==> config.mk <==
export PLATFORM = sky130hd
export DESIGN_NAME = id_alu_issue
export DESIGN_NICKNAME = d
export VERILOG_FILES = /design/src/rtl/alu_pkg.sv /design/src/rtl/id_alu_decode.sv /design/src/rtl/id_alu_issue.sv
export SDC_FILE = /design/constraint.sdc
export NUM_CORES = 1
export LEC_CHECK = 0
export ABC_AREA = 1
export BUFFER_PORTS_ARGS = -buffer_cell sky130_fd_sc_hd__buf_2
export CAP_MARGIN = 10
export CORE_MARGIN = 1
export CORE_UTILIZATION = 50
export CTS_CLUSTER_DIAMETER = 150
export DETAILED_ROUTE_END_ITERATION = 8
export PLACE_DENSITY = 0.83
export SYNTH_ARGS = -nofsm -noshare
export SYNTH_HDL_FRONTEND = slang
export SYNTH_SLANG_ARGS = --single-unit
==> constraint.sdc <==
create_clock -name clk -period 2.4 [get_ports clk]
set_input_delay 0.24 -clock clk [delete_from_list [all_inputs] [get_ports clk]]
set_output_delay 0.24 -clock clk [all_outputs]
set_load 0.03 [all_outputs]
==> src/rtl/alu_pkg.sv <==
// Shared ALU encodings, MIPS opcode/funct constants and the decoded-control record
// passed from the decoder into the issue register.
package alu_pkg;
  localparam int DEF_DATA_WIDTH = 32;

  localparam logic [3:0] ALU_AND  = 4'b0000;
  localparam logic [3:0] ALU_OR   = 4'b0001;
  localparam logic [3:0] ALU_ADD  = 4'b0010;
  localparam logic [3:0] ALU_LUI  = 4'b0011;
  localparam logic [3:0] ALU_SLTU = 4'b0100;
  localparam logic [3:0] ALU_SLL  = 4'b0101;
  localparam logic [3:0] ALU_SUB  = 4'b0110;
  localparam logic [3:0] ALU_SLT  = 4'b0111;
  localparam logic [3:0] ALU_NOR  = 4'b1001;
  localparam logic [3:0] ALU_XOR  = 4'b1010;
  localparam logic [3:0] ALU_SRA  = 4'b1011;
  localparam logic [3:0] ALU_SRL  = 4'b1100;

  localparam logic [5:0] OP_SPECIAL = 6'h00;
  localparam logic [5:0] OP_ADDI    = 6'h08;
  localparam logic [5:0] OP_ADDIU   = 6'h09;
  localparam logic [5:0] OP_SLTI    = 6'h0A;
  localparam logic [5:0] OP_SLTIU   = 6'h0B;
  localparam logic [5:0] OP_ANDI    = 6'h0C;
  localparam logic [5:0] OP_ORI     = 6'h0D;
  localparam logic [5:0] OP_XORI    = 6'h0E;
  localparam logic [5:0] OP_LUI     = 6'h0F;

  localparam logic [5:0] F_SLL  = 6'h00;
  localparam logic [5:0] F_SRL  = 6'h02;
  localparam logic [5:0] F_SRA  = 6'h03;
  localparam logic [5:0] F_SLLV = 6'h04;
  localparam logic [5:0] F_SRLV = 6'h06;
  localparam logic [5:0] F_SRAV = 6'h07;
  localparam logic [5:0] F_ADD  = 6'h20;
  localparam logic [5:0] F_ADDU = 6'h21;
  localparam logic [5:0] F_SUB  = 6'h22;
  localparam logic [5:0] F_SUBU = 6'h23;
  localparam logic [5:0] F_AND  = 6'h24;
  localparam logic [5:0] F_OR   = 6'h25;
  localparam logic [5:0] F_XOR  = 6'h26;
  localparam logic [5:0] F_NOR  = 6'h27;
  localparam logic [5:0] F_SLT  = 6'h2A;
  localparam logic [5:0] F_SLTU = 6'h2B;

  typedef struct packed {
    logic [3:0] aluop;
    logic       is_signed;
    logic [4:0] dest;
    logic       reg_we;
    logic       reserved;
  } ctl_t;
endpackage

==> src/rtl/id_alu_decode.sv <==
// Combinational decode of one MIPS ALU instruction into ALU controls and final operands.
module id_alu_decode
  import alu_pkg::*;
#(
  parameter int DATA_WIDTH = DEF_DATA_WIDTH
) (
  input  logic [31:0]           inst,
  input  logic [DATA_WIDTH-1:0] rs_value,
  input  logic [DATA_WIDTH-1:0] rt_value,
  output logic [DATA_WIDTH-1:0] alu_a,
  output logic [DATA_WIDTH-1:0] alu_b,
  output ctl_t                  ctl
);
  logic [5:0]            opcode, funct;
  logic [4:0]            rt, rd, shamt;
  logic [DATA_WIDTH-1:0] imm_sext, imm_zext, shamt_ext;
  logic                  ok;
  logic                  unused_rs;

  assign opcode    = inst[31:26];
  assign funct     = inst[5:0];
  assign rt        = inst[20:16];
  assign rd        = inst[15:11];
  assign shamt     = inst[10:6];
  assign imm_sext  = {{(DATA_WIDTH-16){inst[15]}}, inst[15:0]};
  assign imm_zext  = {{(DATA_WIDTH-16){1'b0}}, inst[15:0]};
  assign shamt_ext = {{(DATA_WIDTH-5){1'b0}}, shamt};
  assign unused_rs = ^inst[25:21];

  always_comb begin
    ok    = 1'b1;
    ctl   = '0;
    alu_a = rs_value;
    alu_b = rt_value;
    if (opcode == OP_SPECIAL) begin
      ctl.dest = rd;
      case (funct)
        F_ADD:  begin ctl.aluop = ALU_ADD; ctl.is_signed = 1'b1; end
        F_ADDU: ctl.aluop = ALU_ADD;
        F_SUB:  begin ctl.aluop = ALU_SUB; ctl.is_signed = 1'b1; end
        F_SUBU: ctl.aluop = ALU_SUB;
        F_AND:  ctl.aluop = ALU_AND;
        F_OR:   ctl.aluop = ALU_OR;
        F_XOR:  ctl.aluop = ALU_XOR;
        F_NOR:  ctl.aluop = ALU_NOR;
        F_SLT:  ctl.aluop = ALU_SLT;
        F_SLTU: ctl.aluop = ALU_SLTU;
        F_SLL:  begin ctl.aluop = ALU_SLL; alu_a = shamt_ext; end
        F_SRL:  begin ctl.aluop = ALU_SRL; alu_a = shamt_ext; end
        F_SRA:  begin ctl.aluop = ALU_SRA; alu_a = shamt_ext; end
        F_SLLV: ctl.aluop = ALU_SLL;
        F_SRLV: ctl.aluop = ALU_SRL;
        F_SRAV: ctl.aluop = ALU_SRA;
        default: ok = 1'b0;
      endcase
    end else begin
      ctl.dest = rt;
      alu_b    = imm_sext;
      case (opcode)
        OP_ADDI:  begin ctl.aluop = ALU_ADD; ctl.is_signed = 1'b1; end
        OP_ADDIU: ctl.aluop = ALU_ADD;
        OP_SLTI:  ctl.aluop = ALU_SLT;
        OP_SLTIU: ctl.aluop = ALU_SLTU;
        OP_ANDI:  begin ctl.aluop = ALU_AND; alu_b = imm_zext; end
        OP_ORI:   begin ctl.aluop = ALU_OR;  alu_b = imm_zext; end
        OP_XORI:  begin ctl.aluop = ALU_XOR; alu_b = imm_zext; end
        OP_LUI:   begin ctl.aluop = ALU_LUI; alu_a = '0; alu_b = imm_zext; end
        default:  ok = 1'b0;
      endcase
    end
    // Unsupported encodings collapse to a harmless AND 0,0 with no writeback.
    if (!ok) begin
      ctl          = '0;
      ctl.reserved = 1'b1;
      alu_a        = '0;
      alu_b        = '0;
    end else begin
      ctl.reg_we = (ctl.dest != 5'd0);
    end
  end
endmodule

==> src/rtl/id_alu_issue.sv <==
// Single-entry decode/issue register between ID and the EX-stage ALU with valid/ready,
// stall and flush.
module id_alu_issue
  import alu_pkg::*;
#(
  parameter int DATA_WIDTH = DEF_DATA_WIDTH
) (
  input  logic                  clk,
  input  logic                  resetn,
  input  logic                  flush,
  input  logic                  in_valid,
  output logic                  in_ready,
  input  logic [31:0]           in_inst,
  input  logic [DATA_WIDTH-1:0] in_pc,
  input  logic [DATA_WIDTH-1:0] in_rs_value,
  input  logic [DATA_WIDTH-1:0] in_rt_value,
  output logic                  out_valid,
  input  logic                  out_ready,
  output logic [DATA_WIDTH-1:0] out_alu_a,
  output logic [DATA_WIDTH-1:0] out_alu_b,
  output logic [3:0]            out_aluop,
  output logic                  out_is_signed,
  output logic [4:0]            out_dest,
  output logic                  out_reg_we,
  output logic                  out_reserved,
  output logic [DATA_WIDTH-1:0] out_pc
);
  logic [DATA_WIDTH-1:0] dec_a, dec_b;
  ctl_t                  dec_ctl, ctl_q;
  logic                  accept;

  id_alu_decode #(.DATA_WIDTH(DATA_WIDTH)) u_dec (
    .inst     (in_inst),
    .rs_value (in_rs_value),
    .rt_value (in_rt_value),
    .alu_a    (dec_a),
    .alu_b    (dec_b),
    .ctl      (dec_ctl)
  );

  assign in_ready = !flush && (!out_valid || out_ready);
  assign accept   = in_valid && in_ready;

  // Payload only moves on accept so a stalled entry stays bit-stable.
  always_ff @(posedge clk or negedge resetn) begin
    if (!resetn) begin
      out_valid <= 1'b0;
      out_alu_a <= '0;
      out_alu_b <= '0;
      out_pc    <= '0;
      ctl_q     <= '0;
    end else begin
      if (accept) begin
        out_alu_a <= dec_a;
        out_alu_b <= dec_b;
        out_pc    <= in_pc;
        ctl_q     <= dec_ctl;
      end
      if (flush)          out_valid <= 1'b0;
      else if (accept)    out_valid <= 1'b1;
      else if (out_ready) out_valid <= 1'b0;
    end
  end

  assign out_aluop     = ctl_q.aluop;
  assign out_is_signed = ctl_q.is_signed;
  assign out_dest      = ctl_q.dest;
  assign out_reg_we    = ctl_q.reg_we;
  assign out_reserved  = ctl_q.reserved;
endmodule

==> results.sh <==
export IMPL_wl_per_cell_um=15.2
export IMPL_clkTransAtPathRegs_ps=110
export IMPL_grt_pass1_vias=4755
export IMPL_internal_power_w=0.00288
export IMPL_cts_resized=0
export IMPL_skew_ps=8.85
export IMPL_initial_utilization=0.515
export IMPL_grt_max_degree=59
export IMPL_syn_inst=609
export IMPL_power_density_nw_per_um2=651
export IMPL_cts_made_buffers=9
export IMPL_final_hold_violation_count=0
export IMPL_area_growth_pct=30.2
export IMPL_synth_area_top_cells="dfrtp_1 (54%), nand2_1 (17%), o21ai_1 (6.1%), nand4_1 (4.2%), o21ai_0 (3.2%)"
export IMPL_synth_avg_cell_area_sq_um=8.27
export IMPL_fp_dieW_um=102
export IMPL_numClockSinks=109
export IMPL_setup_tns_ps=0
export IMPL_cts_tree="yes"
export IMPL_firstDrtPassIters=5
export IMPL_io_pins=243
export IMPL_core_sq_um=9770
export IMPL_clk_latency_ps=360
export IMPL_sw_frac_of_total=0.326
export IMPL_n_antenna_cell=0
export IMPL_ant_nets=0
export IMPL_portBuffers=237
export IMPL_period_share=0.795
export IMPL_dp_hpwl_mm=10.6
export IMPL_power_share_clock=0.288
export IMPL_track_usage=0.277
export IMPL_synth_cell_area_sq_um=5040
export IMPL_power_frac_seq=0.484
export IMPL_status="finished, final reports clean"
export IMPL_tightest_slew_ps=719
export IMPL_cts_max_level=3
export IMPL_worst_hold_startpoint="flush"
export IMPL_yosys_area_top_type="dfrtp_1"
export IMPL_synth_edff_count=0
export IMPL_clock_path_buffers=2
export IMPL_crit_start="out_valid$_DFFE_PN0P_"
export IMPL_start_kind="flip-flop"
export IMPL_drv_slew=0
export IMPL_finalWirelength_mm=14.7
export IMPL_drv_cap=0
export IMPL_ys_seq_area_frac=0.541
export IMPL_p_sw_w=0.00139
export IMPL_yosysWarnings=0
export IMPL_slew_headroom=0.521
export IMPL_leakage_nw=3.73
export IMPL_fmax_mhz=524
export IMPL_drive_above_1_share=0.338
export IMPL_synth_seq_cells=109
export IMPL_dieHeight_um=102
export IMPL_crit_arrival_ps=2180
export IMPL_rows=36
export IMPL_setup_violations=0
export IMPL_vias=5072
export IMPL_hold_ws_ps=24.4
export IMPL_yosysTopAreaCellShare=0.541
export IMPL_grt_pass1_wl_mm=22.3
export IMPL_vias_per_cell=5.24
export IMPL_synth_cell_type_count=26
export IMPL_drc=0
export IMPL_combPwrFrac=0.228
export IMPL_die_area_sq_um=10500
export IMPL_routabilityCongestion=0.940
export IMPL_crit_type="reg2reg"
export IMPL_final_util=0.671
export IMPL_synthArstFlopShare=1.00
export IMPL_layout_min_cycle_time_ps=1910
export IMPL_syn_nets=742
export IMPL_peakVddDrop_mv=0.331
export IMPL_worstPathMaxFanout=23
export IMPL_cts_root_buf="clkbuf_8"
export IMPL_r2r_start="out_valid$_DFFE_PN0P_"
export IMPL_nNetsFinal=963
export IMPL_crit_required_ps=2680
export IMPL_drt_iter0_markers=182
export IMPL_hp_class="in2reg"
export IMPL_synthFlopType="dfrtp_1"
export IMPL_grt_overflow_total=0
export IMPL_total_power_w=0.00427
export IMPL_rsz0062_at_grt="no"
export IMPL_cp_end_kind="flip-flop"
export IMPL_antenna_found_initial=0
-- sequential cells by signal, indices dropped and copies added (netlist names) --
signal,cells
out_reg_we,1
out_reserved,1
out_dest,5
out_pc,32
out_is_signed,1
out_aluop,4
out_alu_a,32
out_alu_b,32
out_valid,1
-- cells by family after synthesis --
logic type	after synthesis	share of synthesized area
flip-flops	109	0.541
AND/OR/NAND/NOR	322	0.275
buffers and inverters	67	0.0596
multiplexers	8	0.0159
AO/OA/AOI/OAI	103	0.108
-- per-layer routing --
layer,track usage,vias up,share of wire
li1,-,2454,-
met5,0,-,0
met3,0.0575,24,0.074
met1,0.337,2357,0.41
met4,0.121,0,0.023
met2,0.475,237,0.50
-- stage by stage --
stage | instances | cell area (sq um) | worst slack, ps
finish | 968 | 6560 | 491
global route | 968 | 6560 | 320
CTS | 968 | 6560 | 481
detailed placement | 951 | 6330 | 281
global placement | 951 | 6330 | 418
floorplan | 609 | 5040 | 363
-- layout make-up --
| cell class | instances | area (sq um) |
|---|---|---|
| Clock buffer | 9 | 124 |
| Clock inverter | 7 | 97.6 |
| Fill cell | 844 | 3210 |
| Inverter | 27 | 101 |
| Multi-Input combinational cell | 433 | 2020 |
| Sequential cell | 109 | 2730 |
| Tap cell | 133 | 166 |
| Timing Repair Buffer | 250 | 1330 |
-- path summary, 6_finish.rpt --
| check | to | slack, ps | cells past startpoint |
|---|---|---|---|
| min | out_valid$_DFFE_PN0P_ | 20 | 2 |
| max reg2reg | out_alu_b[6]$_DFFE_PN0P_ | 490 | 7 |
| min in group asynchronous | out_alu_a[20]$_DFFE_PN0P_ | 480 | 2 |
| min reg2reg | out_pc[24]$_DFFE_PN0P_ | 480 | 2 |
| max | out_alu_b[6]$_DFFE_PN0P_ | 490 | 7 |
| max in group asynchronous | out_pc[20]$_DFFE_PN0P_ | 1150 | 3 |
-- cells in the mapped netlist, drive strengths merged, types with 6 or more instances --
master and instances:
nand3 32, o211ai 6, nor2 25, buf 22, dfrtp 109, o21ai 93, clkbuf 18, nand2 229
mux2i 8, inv 27, nand4 34
-- worst max-delay path: stages (launching register included) --
cell and delay (ps):
dfrtp_1 390, inv_1 50, nor2_1 50, nor2_1 190
nand2_4 200, a21oi_2 300, nand2_2 340, o21ai_0 280
-- power by group through the flow --
| stage | sequential [W] | combinational [W] | clock (W) |
|---|---|---|---|
| after floorplan | 0.00242 | 0.000266 | 0 |
| after global placement | 0.00209 | 0.000952 | 0 |
| after detailed placement | 0.00210 | 0.000977 | 0 |
| after CTS | 0.00207 | 0.000981 | 0.00126 |
| after global routing | 0.00209 | 0.00106 | 0.00132 |
| final | 0.00207 | 0.000976 | 0.00123 |
-- repair_timing --
| item | CTS | global route |
|---|---|---|
| endpoints found under the setup margin | 0 | 0 |
| hold buffers | 1 | 0 |
| buffers inserted | 0 | 0 |
| endpoints found under the hold margin | 53 | 0 |
-- layout by cell type, fill, tap and decap left out, types with 3 or more instances in the layout --
cell	instances
buf_2	236
nand2_1	226
dfrtp_1	109
o21ai_1	61
nand4_1	34
o21ai_0	32
nand3_1	30
inv_1	23
nor2_1	18
buf_4	10
clkbuf_8	9
mux2i_1	8
o211ai_1	6
nor2_2	5
inv_2	4
buf_12	3
Note: power is estimated with default switching activity, not from simulation.
